==> config.mk <==
export PLATFORM = sky130hd
export DESIGN_NAME = dc_offset_remover
export DESIGN_NICKNAME = d
export VERILOG_FILES = /design/src/rtl/dc_offset_remover.sv
export SDC_FILE = /design/constraint.sdc
export NUM_CORES = 1
export LEC_CHECK = 0
export CELL_PAD_IN_SITES_DETAIL_PLACEMENT = 0
export CELL_PAD_IN_SITES_GLOBAL_PLACEMENT = 1
export CORE_ASPECT_RATIO = 0.6
export CORE_MARGIN = 3
export CORE_UTILIZATION = 40
export CTS_CLUSTER_SIZE = 8
export DETAILED_ROUTE_END_ITERATION = 8
export GPL_ROUTABILITY_DRIVEN = 0
export PLACE_DENSITY = 0.81
export SKIP_CTS_REPAIR_TIMING = 1
export SLEW_MARGIN = 15
export SYNTH_ARGS = -nofsm -noshare
export SYNTH_HDL_FRONTEND = slang
export SYNTH_SLANG_ARGS = --single-unit
==> constraint.sdc <==
create_clock -name clk_in -period 4.1 [get_ports clk_in]
set_input_delay 0.82 -clock clk_in [delete_from_list [all_inputs] [get_ports clk_in]]
set_output_delay 0.82 -clock clk_in [all_outputs]
set_load 0.01 [all_outputs]
==> src/rtl/dc_offset_remover.sv <==
// Sample scaler and DC offset remover: block-average calibration, then saturated subtraction.
// Define DC_TRACK_EN to add leaky-integrator tracking of offset drift while in RUN.
module dc_offset_remover #(
    parameter int SHIFT_IN    = 1,
    parameter int CAL_LOG2    = 7,
    parameter int TRACK_SHIFT = 10
) (
    input  logic        clk_in,
    input  logic        rst_in,
    input  logic        ready_in,
    input  logic [15:0] x_in,
    input  logic        recal_in,
    output logic        ready_out,
    output logic [15:0] y_out,
    output logic [15:0] offset_out,
    output logic        calibrated_out
);
    typedef enum logic {CAL, RUN} state_t;

    localparam int AW = 16 + CAL_LOG2;
    localparam logic [CAL_LOG2:0] CAL_LAST = (CAL_LOG2+1)'((2**CAL_LOG2) - 1);

    state_t state, state_nx;

    logic signed [15:0]   x_s;
    logic signed [AW-1:0] cal_acc, cal_sum;
    logic [CAL_LOG2:0]    cal_cnt;
    logic signed [15:0]   cal_off;
    logic signed [16:0]   diff;
    logic [15:0]          y_sat;
    logic                 cal_done, run_take;

    assign x_s      = $signed(x_in) >>> SHIFT_IN;
    assign cal_sum  = cal_acc + AW'(x_s);
    assign cal_off  = 16'(cal_sum >>> CAL_LOG2);
    assign cal_done = !recal_in && ready_in && (state == CAL) && (cal_cnt == CAL_LAST);
    assign run_take = !recal_in && ready_in && (state == RUN);

    // 17-bit difference cannot overflow; clamp back into 16 bits
    assign diff  = 17'(x_s) - 17'($signed(offset_out));
    assign y_sat = (diff[16] != diff[15]) ? (diff[16] ? 16'h8000 : 16'h7fff) : diff[15:0];

`ifdef DC_TRACK_EN
    localparam int OW = 17 + TRACK_SHIFT;
    logic signed [OW-1:0] off_acc, off_sum;
    logic signed [15:0]   track_off;

    assign off_sum   = off_acc + OW'(diff);
    assign track_off = 16'(off_sum >>> TRACK_SHIFT);

    always_ff @(posedge clk_in) begin
        if (rst_in)
            off_acc <= '0;
        else if (cal_done)
            off_acc <= {cal_off[15], cal_off, {TRACK_SHIFT{1'b0}}};
        else if (run_take)
            off_acc <= off_sum;
    end
`endif

    always_ff @(posedge clk_in) begin
        if (rst_in) state <= CAL;
        else        state <= state_nx;
    end

    always_comb begin
        state_nx = state;
        if (recal_in)      state_nx = CAL;
        else if (cal_done) state_nx = RUN;
    end

    always_ff @(posedge clk_in) begin
        if (rst_in) begin
            ready_out      <= 1'b0;
            y_out          <= '0;
            offset_out     <= '0;
            calibrated_out <= 1'b0;
            cal_acc        <= '0;
            cal_cnt        <= '0;
        end else begin
            ready_out <= 1'b0;
            if (recal_in) begin
                // a coincident sample becomes calibration sample 0
                calibrated_out <= 1'b0;
                cal_acc        <= ready_in ? AW'(x_s) : '0;
                cal_cnt        <= ready_in ? (CAL_LOG2+1)'(1) : '0;
            end else if (cal_done) begin
                offset_out     <= cal_off;
                calibrated_out <= 1'b1;
                cal_acc        <= '0;
                cal_cnt        <= '0;
            end else if (ready_in && state == CAL) begin
                cal_acc <= cal_sum;
                cal_cnt <= cal_cnt + 1'b1;
            end else if (run_take) begin
                y_out     <= y_sat;
                ready_out <= 1'b1;
`ifdef DC_TRACK_EN
                offset_out <= track_off;
`endif
            end
        end
    end
endmodule
==> report_table.html <==
<table>
<tr><th>Metric</th><th>Value</th></tr>
<tr><th colspan="2">Status</th></tr>
<tr><td>Outcome</td><td>complete, no violations</td></tr>
<tr><th colspan="2">STA</th></tr>
<tr><td>Setup Viol. Count Final</td><td>0</td></tr>
<tr><td>Worst hold slack</td><td>494 ps</td></tr>
<tr><td>Post-layout min period</td><td>3630 ps</td></tr>
<tr><td>Period Utilization, post-route</td><td>0.884</td></tr>
<tr><td>Setup repair after global routing missed its margin</td><td>false</td></tr>
<tr><td>Pin slew with the least headroom to its limit</td><td>1040 ps</td></tr>
<tr><td>Worst slew slack as a fraction of its limit</td><td>0.310</td></tr>
<tr><td>Number of max-slew violations in the final report</td><td>0</td></tr>
<tr><td>Setup TNS</td><td>0 ps</td></tr>
<tr><td>Number of hold violations in the final report</td><td>0</td></tr>
<tr><td>Maximum clock rate</td><td>0.276 GHz</td></tr>
<tr><td>Worst setup skew after layout</td><td>7.34 ps</td></tr>
<tr><th colspan="2">Critical path</th></tr>
<tr><td>FF-to-FF setup slack</td><td>1070 ps</td></tr>
<tr><td>Capturing element type of the critical path</td><td>flop</td></tr>
<tr><td>Reg-to-reg startpoint</td><td>offset_out[4]</td></tr>
<tr><td>Type of the worst setup path</td><td>in2reg</td></tr>
<tr><td>Combined buffer and inverter count along the critical path</td><td>1</td></tr>
<tr><td>CP max-delay cell</td><td>xnor2_2</td></tr>
<tr><td>Crit-path cells</td><td>clkdlybuf4s50_1 &gt; ha_1 &gt; a211oi_1 &gt; nor2_1 &gt; nor3_2 &gt; o311ai_4 &gt; xnor2_2 &gt; a2111oi_0 &gt; or2_1</td></tr>
<tr><td>Data arrival time of the worst path</td><td>3840 ps</td></tr>
<tr><td>Delay of the slowest critical-path stage</td><td>720 ps</td></tr>
<tr><td>Number of cells traversed by the worst register-to-register path</td><td>9</td></tr>
<tr><td>Endpoint of the worst register-to-register path</td><td>y_out[13]</td></tr>
<tr><td>Required arrival time at the worst endpoint</td><td>4310 ps</td></tr>
<tr><td>Maximum fanout count along the critical path</td><td>16</td></tr>
<tr><td>Cell family contributing the most delay on the critical path</td><td>simple AND/OR/NAND/NOR gates</td></tr>
<tr><td>Worst Setup SP</td><td>x_in[5]</td></tr>
<tr><td>Critical Path Start Type</td><td>input port</td></tr>
<tr><th colspan="2">Synth</th></tr>
<tr><td>Top flip-flop cell by instance count after synthesis</td><td>dfxtp_1</td></tr>
<tr><td>Part of the Yosys area used for sequential elements</td><td>0.264</td></tr>
<tr><td>Post-synth cell types</td><td>74</td></tr>
<tr><td>Average size of a mapped cell</td><td>7.90 µm²</td></tr>
<tr><td>Number of cells produced by synthesis</td><td>623</td></tr>
<tr><td>Ys async rst share</td><td>0</td></tr>
<tr><td>Number of register bits inferred by synthesis</td><td>65</td></tr>
<tr><td>Number of warnings issued by yosys</td><td>0</td></tr>
<tr><td>Post-synth design cell area</td><td>0.00492 mm²</td></tr>
<tr><td>Number of enable-type register cells in the synthesized netlist</td><td>0</td></tr>
<tr><td>Cells taking the most area after synthesis</td><td>dfxtp_1 26%, ha_1 9.9%, a21oi_1 5.8%</td></tr>
<tr><td>Top-area cell type share of the netlist area</td><td>0.264</td></tr>
<tr><td>Number of nets produced by synthesis</td><td>684</td></tr>
<tr><td>Area leader, netlist</td><td>dfxtp_1</td></tr>
<tr><th colspan="2">Route</th></tr>
<tr><td>Average wire per cell in the routed design</td><td>17.6 µm</td></tr>
<tr><td>First drt pass iteration count</td><td>5</td></tr>
<tr><td>DRT antenna net count</td><td>0</td></tr>
<tr><td>Wire length on met2</td><td>6.01 mm</td></tr>
<tr><td>Routed wire length</td><td>14.5 mm</td></tr>
<tr><td>Via density</td><td>5.90</td></tr>
<tr><td>Vias post-DR</td><td>4853</td></tr>
<tr><td>Routed wire length on met3</td><td>1.02 mm</td></tr>
<tr><td>Met1 routed wirelength after detailed routing</td><td>7.21 mm</td></tr>
<tr><td>Topmost layer with routed signal wires</td><td>met4</td></tr>
<tr><td>Post-route DRC</td><td>0</td></tr>
<tr><td>Initial DRC Count</td><td>479</td></tr>
<tr><th colspan="2">Floorplanning</th></tr>
<tr><td>Starting utilization of the core area</td><td>0.423</td></tr>
<tr><td>Y dimension of the die</td><td>91.9 µm</td></tr>
<tr><td>Area of the die</td><td>0.0137 mm²</td></tr>
<tr><td>Cell Rows</td><td>30</td></tr>
<tr><td>Area of the core</td><td>0.0116 mm²</td></tr>
<tr><td>Number of placed I/O pins</td><td>54</td></tr>
<tr><td>Width of the die</td><td>149 µm</td></tr>
<tr><th colspan="2">Placed design</th></tr>
<tr><td>Buffers on Ports</td><td>52</td></tr>
<tr><td>HPWL after detailed placement</td><td>10.8 mm</td></tr>
<tr><td>Placed Cells</td><td>806</td></tr>
<tr><th colspan="2">CTS</th></tr>
<tr><td>CTS sink cnt</td><td>65</td></tr>
<tr><td>Cts bufs inserted</td><td>9</td></tr>
<tr><td>Root buffer cell</td><td>clkbuf_16</td></tr>
<tr><td>CTS clk-pin slew, worst paths</td><td>50 ps</td></tr>
<tr><td>CTS H-tree lvls</td><td>3</td></tr>
<tr><td>Worst skew pair latency</td><td>330 ps</td></tr>
<tr><td>CTS tree</td><td>yes</td></tr>
<tr><td>Maximum number of buffers from clock root to sink</td><td>2</td></tr>
<tr><th colspan="2">Flow run</th></tr>
<tr><td>Max-Cap Viols</td><td>0</td></tr>
<tr><th colspan="2">GRT</th></tr>
<tr><td>First-pass GRT wire length</td><td>23.7 mm</td></tr>
<tr><td>Largest net degree at the start of global routing</td><td>55</td></tr>
<tr><td>Vias in the first global route</td><td>4519</td></tr>
<tr><td>GRT Residual Overflow</td><td>0</td></tr>
<tr><td>Number of antenna violations at the first check in global routing</td><td>0</td></tr>
<tr><td>Overall Global Routing Usage</td><td>0.215</td></tr>
<tr><th colspan="2">Layout</th></tr>
<tr><td>Final net count</td><td>718</td></tr>
<tr><td>Sequential cell area</td><td>0.00130 mm²</td></tr>
<tr><td>Leading cell types in the layout, fill and taps excluded</td><td>65 x dfxtp_1, 57 x a21oi_1, 51 x clkdlybuf4s50_1</td></tr>
<tr><td>Footprint of the multi-input gates</td><td>0.00332 mm²</td></tr>
<tr><td>ANT cells</td><td>0</td></tr>
<tr><td>Share of cells above drive strength 1</td><td>0.0906</td></tr>
<tr><td>Final instance count without filler cells</td><td>822</td></tr>
<tr><td>Layout fillers</td><td>1096</td></tr>
<tr><td>Area added between synthesis and finish</td><td>18.9%</td></tr>
<tr><td>Most frequent standard cell in the layout excluding fill and tap cells</td><td>dfxtp_1</td></tr>
<tr><th colspan="2">Min path</th></tr>
<tr><td>Worst Hold Path EP</td><td>y_out[15]</td></tr>
<tr><td>Tightest Hold Check Type</td><td>reg2reg</td></tr>
<tr><td>Hold path depth</td><td>2</td></tr>
<tr><td>Worst Hold Launch</td><td>y_out[15]</td></tr>
<tr><th colspan="2">Pwr</th></tr>
<tr><td>Leakage power</td><td>2.32 nW</td></tr>
<tr><td>Maximum vdd ir drop</td><td>221 µV</td></tr>
<tr><td>Ratio of total power to cell area</td><td>344 mW/mm²</td></tr>
</table>
## layout make-up
| cell class | count | share of cell area |
|---|---|---|
| Clock inverter | 2 | 0.00599 |
| Timing Repair Buffer | 65 | 0.105 |
| Multi-Input combinational cell | 488 | 0.568 |
| Inverter | 28 | 0.0180 |
| Sequential cell | 65 | 0.223 |
| Tap cell | 160 | 0.0342 |
| Clock buffer | 14 | 0.0469 |
## stage by stage
stage | util | setup WS (ps) | power [W] | area (µm²)
CTS | 0.503 | 509 | 0.00202 | 5850
finish | 0.503 | 475 | 0.00201 | 5850
detailed placement | 0.476 | 204 | 0.00121 | 5540
global placement | 0.476 | 227 | 0.00120 | 5540
global route | 0.503 | 303 | 0.00212 | 5850
floorplan | - | 1020 | 0.00109 | 4920
## state kept, by name (all words and copies together) (netlist names)
name and cells:
cal_acc 23, offset_out 16, y_out 16, cal_cnt 8, calibrated_out 1, ready_out 1
## power by group
part	leakage, nW	total (W)	internal (W)	switching [W]
Combinational	1.64	0.000536	0.000213	0.000322
Sequential	0.529	0.000676	0.000660	0.0000166
Clock	0.153	0.000801	0.000520	0.000281
## layer usage
layer,up-vias,GRT usage
met4,0,0.0602
met5,-,0
li1,2371,-
met1,2285,0.323
met3,23,0.0479
met2,174,0.307
## synthesized netlist by cell type (4+ instances only)
library cell   n
dfxtp_1       65
a21oi_1       57
nand2_1       50
nor2_1        48
o21ai_0       40
ha_1          39
clkbuf_1      30
nor3_1        29
inv_1         28
a21o_1        19
nand3_1       18
xor2_1        15
nand4_1       14
a221oi_1      13
xnor2_1       12
a21oi_2        9
maj3_2         9
o21a_1         7
a211oi_1       6
a31oi_1        6
and2_1         5
and3_1         5
buf_2          5
maj3_1         5
mux2i_1        5
nand2b_1       5
nor4_1         5
a2111oi_0      4
o21bai_1       4
o311ai_0       4
or3_1          4
or4_1          4
## worst reg2reg max path, delay by kind of cell (launching register included)
family	cells	cell delay, ps
and+or+nand+nor	3	720
xor gates and xnor gates	1	720
AOI/OAI and AO/OA	3	660
DFF	1	400
adders and majority gates	1	350
buffers and inverters	1	70
## cell families after synthesis
logic type / after synthesis / share of synthesized area
mux: 5 / 0.0102
simple gates: 204 / 0.206
compound gates: 196 / 0.269
flops: 65 / 0.264
fa+ha+maj: 55 / 0.138
xor+xnor: 28 / 0.0514
buf+inv: 70 / 0.0608
## worst max path at each step
stage                           end  cells past startpoint
after floorplan           y_out[13]                     13
after global placement    y_out[13]                      9
after detailed placement  y_out[13]                      9
after CTS                 y_out[13]                      9
after global routing      y_out[13]                      9
final                     y_out[13]                      9
No activity file was read; power rests on OpenSTA's default activity.
